## src/rtl/video_tmds_enc.sv

```systemverilog
// video_tmds_enc: three-channel TMDS encoder with DC balance and control tokens.
// Define VIDEO_TMDS_HDMI_EN to add the HDMI video preamble and leading guard band.
module video_tmds_ch #(
  parameter logic [9:0] GB = 10'b1011001100
) (
  input  logic       clk,
  input  logic       res_n,
  input  logic [7:0] d_i,
  input  logic       de_i,
  input  logic [1:0] c_i,
  input  logic       gb_i,
  output logic [9:0] q_o
);
  logic [3:0]        n1_a, n1_b;
  logic              xn, p, case_a, case_b, pos;
  logic [8:0]        qm_d, qm_q;
  logic              de_q, gb_q;
  logic [1:0]        c_q;
  logic [5:0]        diff, cnt6, sum;
  logic [4:0]        cnt_d, cnt_q;
  logic [9:0]        tok, sym_d, sym_q;

  always_comb begin
    n1_a = 4'd0;
    for (int i = 0; i < 8; i++) n1_a = n1_a + {3'd0, d_i[i]};
    xn = (n1_a > 4'd4) || (n1_a == 4'd4 && !d_i[0]);
    p = d_i[0];
    qm_d = 9'd0;
    qm_d[0] = p;
    // an xnor chain equals the xor prefix inverted on every odd bit
    for (int i = 1; i < 8; i++) begin
      p = p ^ d_i[i];
      qm_d[i] = p ^ ((i % 2 == 1) ? xn : 1'b0);
    end
    qm_d[8] = ~xn;
  end

  always_comb begin
    n1_b = 4'd0;
    for (int i = 0; i < 8; i++) n1_b = n1_b + {3'd0, qm_q[i]};
    diff = {1'b0, n1_b, 1'b0} - 6'd8;
    cnt6 = {cnt_q[4], cnt_q};
    pos = !cnt_q[4] && cnt_q != 5'd0;
    case_a = cnt_q == 5'd0 || n1_b == 4'd4;
    case_b = (pos && n1_b > 4'd4) || (cnt_q[4] && n1_b < 4'd4);
    sum = case_a ? (qm_q[8] ? cnt6 + diff : cnt6 - diff) :
          case_b ? cnt6 - diff + {4'd0, qm_q[8], 1'b0} :
                   cnt6 + diff - (qm_q[8] ? 6'd0 : 6'd2);
    tok = c_q == 2'b00 ? 10'b1101010100 :
          c_q == 2'b01 ? 10'b0010101011 :
          c_q == 2'b10 ? 10'b0101010100 : 10'b1010101011;
    sym_d = !de_q ? (gb_q ? GB : tok) :
            case_a ? {~qm_q[8], qm_q[8], qm_q[8] ? qm_q[7:0] : ~qm_q[7:0]} :
            case_b ? {1'b1, qm_q[8], ~qm_q[7:0]} : {1'b0, qm_q[8], qm_q[7:0]};
    cnt_d = de_q ? sum[4:0] : 5'd0;
  end

  always_ff @(posedge clk or negedge res_n) begin
    if (!res_n) begin
      qm_q  <= 9'd0;
      de_q  <= 1'b0;
      gb_q  <= 1'b0;
      c_q   <= 2'b00;
      cnt_q <= 5'd0;
      sym_q <= 10'b1101010100;
    end else begin
      qm_q  <= qm_d;
      de_q  <= de_i;
      gb_q  <= gb_i;
      c_q   <= c_i;
      cnt_q <= cnt_d;
      sym_q <= sym_d;
    end
  end

  assign q_o = sym_q;
endmodule

module video_tmds_enc (
  input  logic       clk,
  input  logic       res_n,
  input  logic [7:0] vred,
  input  logic [7:0] vgrn,
  input  logic [7:0] vblu,
  input  logic       hsync,
  input  logic       vsync,
  input  logic       vga_blank,
  output logic [9:0] tmds_r,
  output logic [9:0] tmds_g,
  output logic [9:0] tmds_b
);
  logic       de, hs, vs, gb;
  logic [1:0] c1;
  logic [7:0] r, g, b;
`ifdef VIDEO_TMDS_HDMI_EN
  logic [26:0] sr_q [10];
  logic [3:0]  run_d, run_q, ph_d, ph_q;
  logic        trig;

  // a pixel arriving after a long blank run tags the ten blanks ahead of it
  always_comb begin
    trig  = !vga_blank && run_q == 4'd12;
    run_d = !vga_blank ? 4'd0 : (run_q == 4'd12 ? 4'd12 : run_q + 4'd1);
    ph_d  = trig ? 4'd1 : (ph_q != 4'd0 && ph_q != 4'd10) ? ph_q + 4'd1 : 4'd0;
    {de, vs, hs, r, g, b} = sr_q[9];
    gb = ph_d > 4'd8;
    c1 = (ph_d != 4'd0 && ph_d < 4'd9) ? 2'b01 : 2'b00;
  end

  always_ff @(posedge clk or negedge res_n) begin
    if (!res_n) begin
      for (int i = 0; i < 10; i++) sr_q[i] <= 27'd0;
      run_q <= 4'd0;
      ph_q  <= 4'd0;
    end else begin
      sr_q[0] <= {~vga_blank, vsync, hsync, vred, vgrn, vblu};
      for (int i = 1; i < 10; i++) sr_q[i] <= sr_q[i-1];
      run_q <= run_d;
      ph_q  <= ph_d;
    end
  end
`else
  always_comb begin
    {de, vs, hs, r, g, b} = {~vga_blank, vsync, hsync, vred, vgrn, vblu};
    gb = 1'b0;
    c1 = 2'b00;
  end
`endif

  video_tmds_ch #(.GB(10'b1011001100)) u_ch0 (
    .clk(clk), .res_n(res_n), .d_i(b), .de_i(de), .c_i({vs, hs}), .gb_i(gb), .q_o(tmds_b)
  );
  video_tmds_ch #(.GB(10'b0100110011)) u_ch1 (
    .clk(clk), .res_n(res_n), .d_i(g), .de_i(de), .c_i(c1), .gb_i(gb), .q_o(tmds_g)
  );
  video_tmds_ch #(.GB(10'b1011001100)) u_ch2 (
    .clk(clk), .res_n(res_n), .d_i(r), .de_i(de), .c_i(2'b00), .gb_i(gb), .q_o(tmds_r)
  );
endmodule

```

## config.mk

```make
export PLATFORM = sky130hd
export DESIGN_NAME = video_tmds_enc
export DESIGN_NICKNAME = d
export VERILOG_FILES = /design/src/rtl/video_tmds_enc.sv
export SDC_FILE = /design/constraint.sdc
export NUM_CORES = 1
export LEC_CHECK = 0
export BUFFER_PORTS_ARGS = -buffer_cell sky130_fd_sc_hd__buf_2
export CORE_UTILIZATION = 50
export CTS_CLUSTER_SIZE = 12
export DETAILED_ROUTE_END_ITERATION = 8
export PLACE_DENSITY = 0.7
export SLEW_MARGIN = 20
export SYNTH_ARGS = -nofsm -noshare
export SYNTH_HDL_FRONTEND = slang
export SYNTH_SLANG_ARGS = --single-unit
```

## constraint.sdc

```tcl
create_clock -name clk -period 12.6 [get_ports clk]
set_input_delay 2.52 -clock clk [delete_from_list [all_inputs] [get_ports clk]]
set_output_delay 2.52 -clock clk [all_outputs]
set_load 0.005 [all_outputs]
```

==> results by group <==
Setup path
  • Crit. Startpoint: vred[0]
  • Crit path DAT: 6070 ps
  • CP most frequent cell: fa_1
  • CP max-delay cell: a21oi_1
  • CP Class: in2reg
  • Worst Setup EP: u_ch2.qm_q[7]
  • Max incr delay on CP: 500 ps
  • CP top delay family: adder cells
  • Reg2reg path depth: 15
  • Startpoint types: primary input
  • Critical path peak fanout: 5
  • R2R Path Start: u_ch2.qm_q[0]
  • CP endpoint kind: flip-flop
  • CP Depth: 13
  • R2r endpoint: u_ch2.q_o[3]
  • R2r setup slk: 7890 ps
  • Critical Path RT: 12850 ps
  • WP buf/inv: 3
  • Crit-path cells: buf_2 -> ha_1 -> inv_1 -> fa_1 -> fa_1 -> inv_1 -> fa_1 -> fa_1 -> nor3b_1 -> o21ai_0 -> a21oi_1 -> xnor2_1 -> xnor2_1

Floorplan
  • Die Height: approximately 110 µm
  • Initial core utilization: 52.0%
  • Die footprint: 11300 µm²
  • CORE AREA: 10400 µm²
  • Die X: approximately 110 µm
  • # rows: 37
  • Top Ports: 59

Logic synthesis
  • Post-Synth Adder-Cell Area: ~25%
  • Most common cell in the netlist: inv_1
  • Cells after Synth: 514
  • Simple-gate area share of the yosys netlist: 8.68%
  • Ys Warns: 0
  • Syn Area/Cell: 10.5 µm²
  • Syn nets: 633
  • Post-synth top cells: inv_1 (85), xnor2_1 (62), ha_1 (60)
  • Synth top area share: between 20% and 30%
  • Synth Area in Compound Gates: under 10%
  • Async S/R FF share, synth: 100%
  • Synth top area cells: dfrtp_1 (26%), ha_1 (14%), fa_1 (11%)
  • Largest family of logic cells by synthesized area: adder cells
  • Post-Synth XOR/XNOR Area: 14.8%
  • Leading area contributor after synthesis: dfrtp_1
  • Synth Cell Area: 5420 µm²
  • Post-synthesis sequential area ratio: 33.6%
  • Post-synth EDFFs: 0
  • Prevailing post-synth register cell: dfrtp_1
  • Mux share of post-synthesis cell area: 1.89%
  • Post-synth cell types: 54
  • FF+latch count, synth: roughly 70

Clock network
  • Cts hold-fix bufs: 0
  • Clock Sinks: 72
  • Clk_lat worst skew: 360 ps
  • Clock slew at reported path FFs: roughly 80 ps
  • CTS root buf: clkbuf_8
  • Cts bufs inserted: 9
  • # H-tree levels: 3
  • Resized Gates After CTS: 0
  • Clock buffer depth: 2
  • CTS tree: done
  • Post CTS Setup Buffer Count: 0

Routing
  • Final ANT Viol Nets: 0
  • Routed WL: between 10000 and 15000 µm
  • Drt initial violations: 147
  • Total number of vias: between 3000 and 4000
  • Drt via density: slightly above 5
  • Detailed-route wire length per cell: 14.1 µm
  • Drt first pass iters: 4
  • DR DRC count: 0

STA
  • Slew @ Worst Pin: 892 ps
  • Slew Viols, Final: 0
  • Final-report hold violation count: 0
  • Post-route setup slack: 6780 ps
  • Min cycle time layout: 5820 ps
  • Setup violators final: 0
  • Max Clk Rate: 172 MHz
  • Setup Total Neg Slack: 0 ps
  • Clock skew: between 10 and 15 ps
  • Worst slew margin: 40.6%
  • Final Cycle Share: between 40% and 50%
  • RSZ-0062 raised after global routing: no

Hold path
  • Hold Path Class: reg2reg
  • Hold path startpoint: u_ch2.qm_q[4]

Place
  • DP Area: 5790 µm²
  • Gp weighted congestion: 0.816
  • Placed Instances: roughly 700
  • Port bufs: 58
  • Pre-CTS WS: about 6400 ps
  • Post-DP HPWL: 7790 µm

Outcome
  • Status: complete, no violations

Finish
  • Fin cells: just over 700
  • ANT cells: 0
  • Area growth, synth to finish: 11.7%
  • Share of cells above drive strength 1: 17.7%
  • Number of fillers in the final layout: 866
  • Final nets: 691
  • Area of the multi-input gates: 3180 µm²
  • Design area: 6050 µm²
  • Sequential Area: 1820 µm²

Global routing
  • Global route hottest layer: met2
  • Overflow after GRT: 0
  • Pin count of the biggest net entering global routing: 73
  • Total track usage: 19.8%
  • Met3 Use GR: 4.84%
  • Vias in the first global route: slightly below 4000
  • Met1 usage: 23.0%
  • Met2 GRT Util: 34.7%
  • First-pass GRT wire length: ~18000 µm
  • Initial antenna violation count: 0

Run
  • # Max-Cap Violations: 0
==> state kept, by name, indices dropped and copies added, names as in the netlist <==
| signal | cells |
|---|---|
| u_ch1.q_o | 10 |
| u_ch0.q_o | 10 |
| u_ch2.de_q | 1 |
| u_ch0.c_q | 2 |
| u_ch0.cnt_q | 4 |
| u_ch2.q_o | 10 |
| u_ch1.cnt_q | 4 |
| u_ch0.qm_q | 9 |
| u_ch2.cnt_q | 4 |
| u_ch1.qm_q | 9 |
| u_ch2.qm_q | 9 |
==> cell usage in the layout, fill, tap and decap left out, types with 3 or more instances in the layout <==
cell	netlist	final
buf_2	1	57
nor3b_1	7	7
dfstp_2	15	15
nor3_1	3	3
o21ai_0	14	14
bufinv_16	0	3
fa_1	30	30
xnor2_1	62	62
nor2_1	10	10
a21oi_1	25	25
mux2i_1	8	8
buf_4	1	3
nand2_1	26	26
xor2_1	20	20
and2_1	11	11
nand3_1	9	9
dfrtp_1	57	57
inv_1	85	85
nor2b_1	8	8
clkbuf_8	0	10
o21bai_1	6	6
ha_1	60	60
==> worst min-delay path: stages (launching register included) <==
cell,delay (ps)
dfrtp_1,330
inv_1,60
xnor2_1,150
nand2_1,50
==> final cells by class <==
cell class | count | share of cell area, %
multi-input combinational | 344 | 52.6
clock buffer | 10 | 2.27
timing repair buffer | 60 | 5.09
clock inverter | 6 | 1.90
tap | 136 | 2.81
sequential | 72 | 30.1
inverter | 85 | 5.27
==> cell families (layout without fill, tap and decap cells) <==
group / Yosys count / in the layout
buf+inv: 98 / 161
fa+ha+maj: 90 / 90
xor+xnor: 86 / 86
mux: 10 / 10
compound gates: 70 / 70
simple gates: 88 / 88
flops: 72 / 72
==> worst min-delay path by stage <==
stage	end	slack, ps	cells past startpoint
2_1_floorplan	u_ch2.q_o[4]	550	3
3_3_place_gp	u_ch2.q_o[4]	570	3
3_5_place_dp	u_ch2.q_o[4]	580	3
4_1_cts	u_ch2.q_o[4]	590	3
5_1_grt	u_ch1.q_o[4]	640	3
6_report	u_ch2.q_o[4]	580	3
==> routing by layer <==
metal  up-vias  routed length [µm]
met5         -                   0
met4         0                 231
met3        23                 381
met2        75                5100
met1      1780                4370
li1       1750                   -
==> stage by stage <==
| stage | hold WS [ps] | util [%] |
|---|---|---|
| 3_3_place_gp | 573 | 55.6 |
| 2_1_floorplan | 547 | - |
| 6_report | 581 | 58.1 |
| 4_1_cts | 589 | 58.0 |
| 5_1_grt | 636 | 58.1 |
| 3_5_place_dp | 577 | 55.6 |
Power is not shown: default switching activity piles up to over one toggle a cycle in this logic, so the estimate is an artifact.
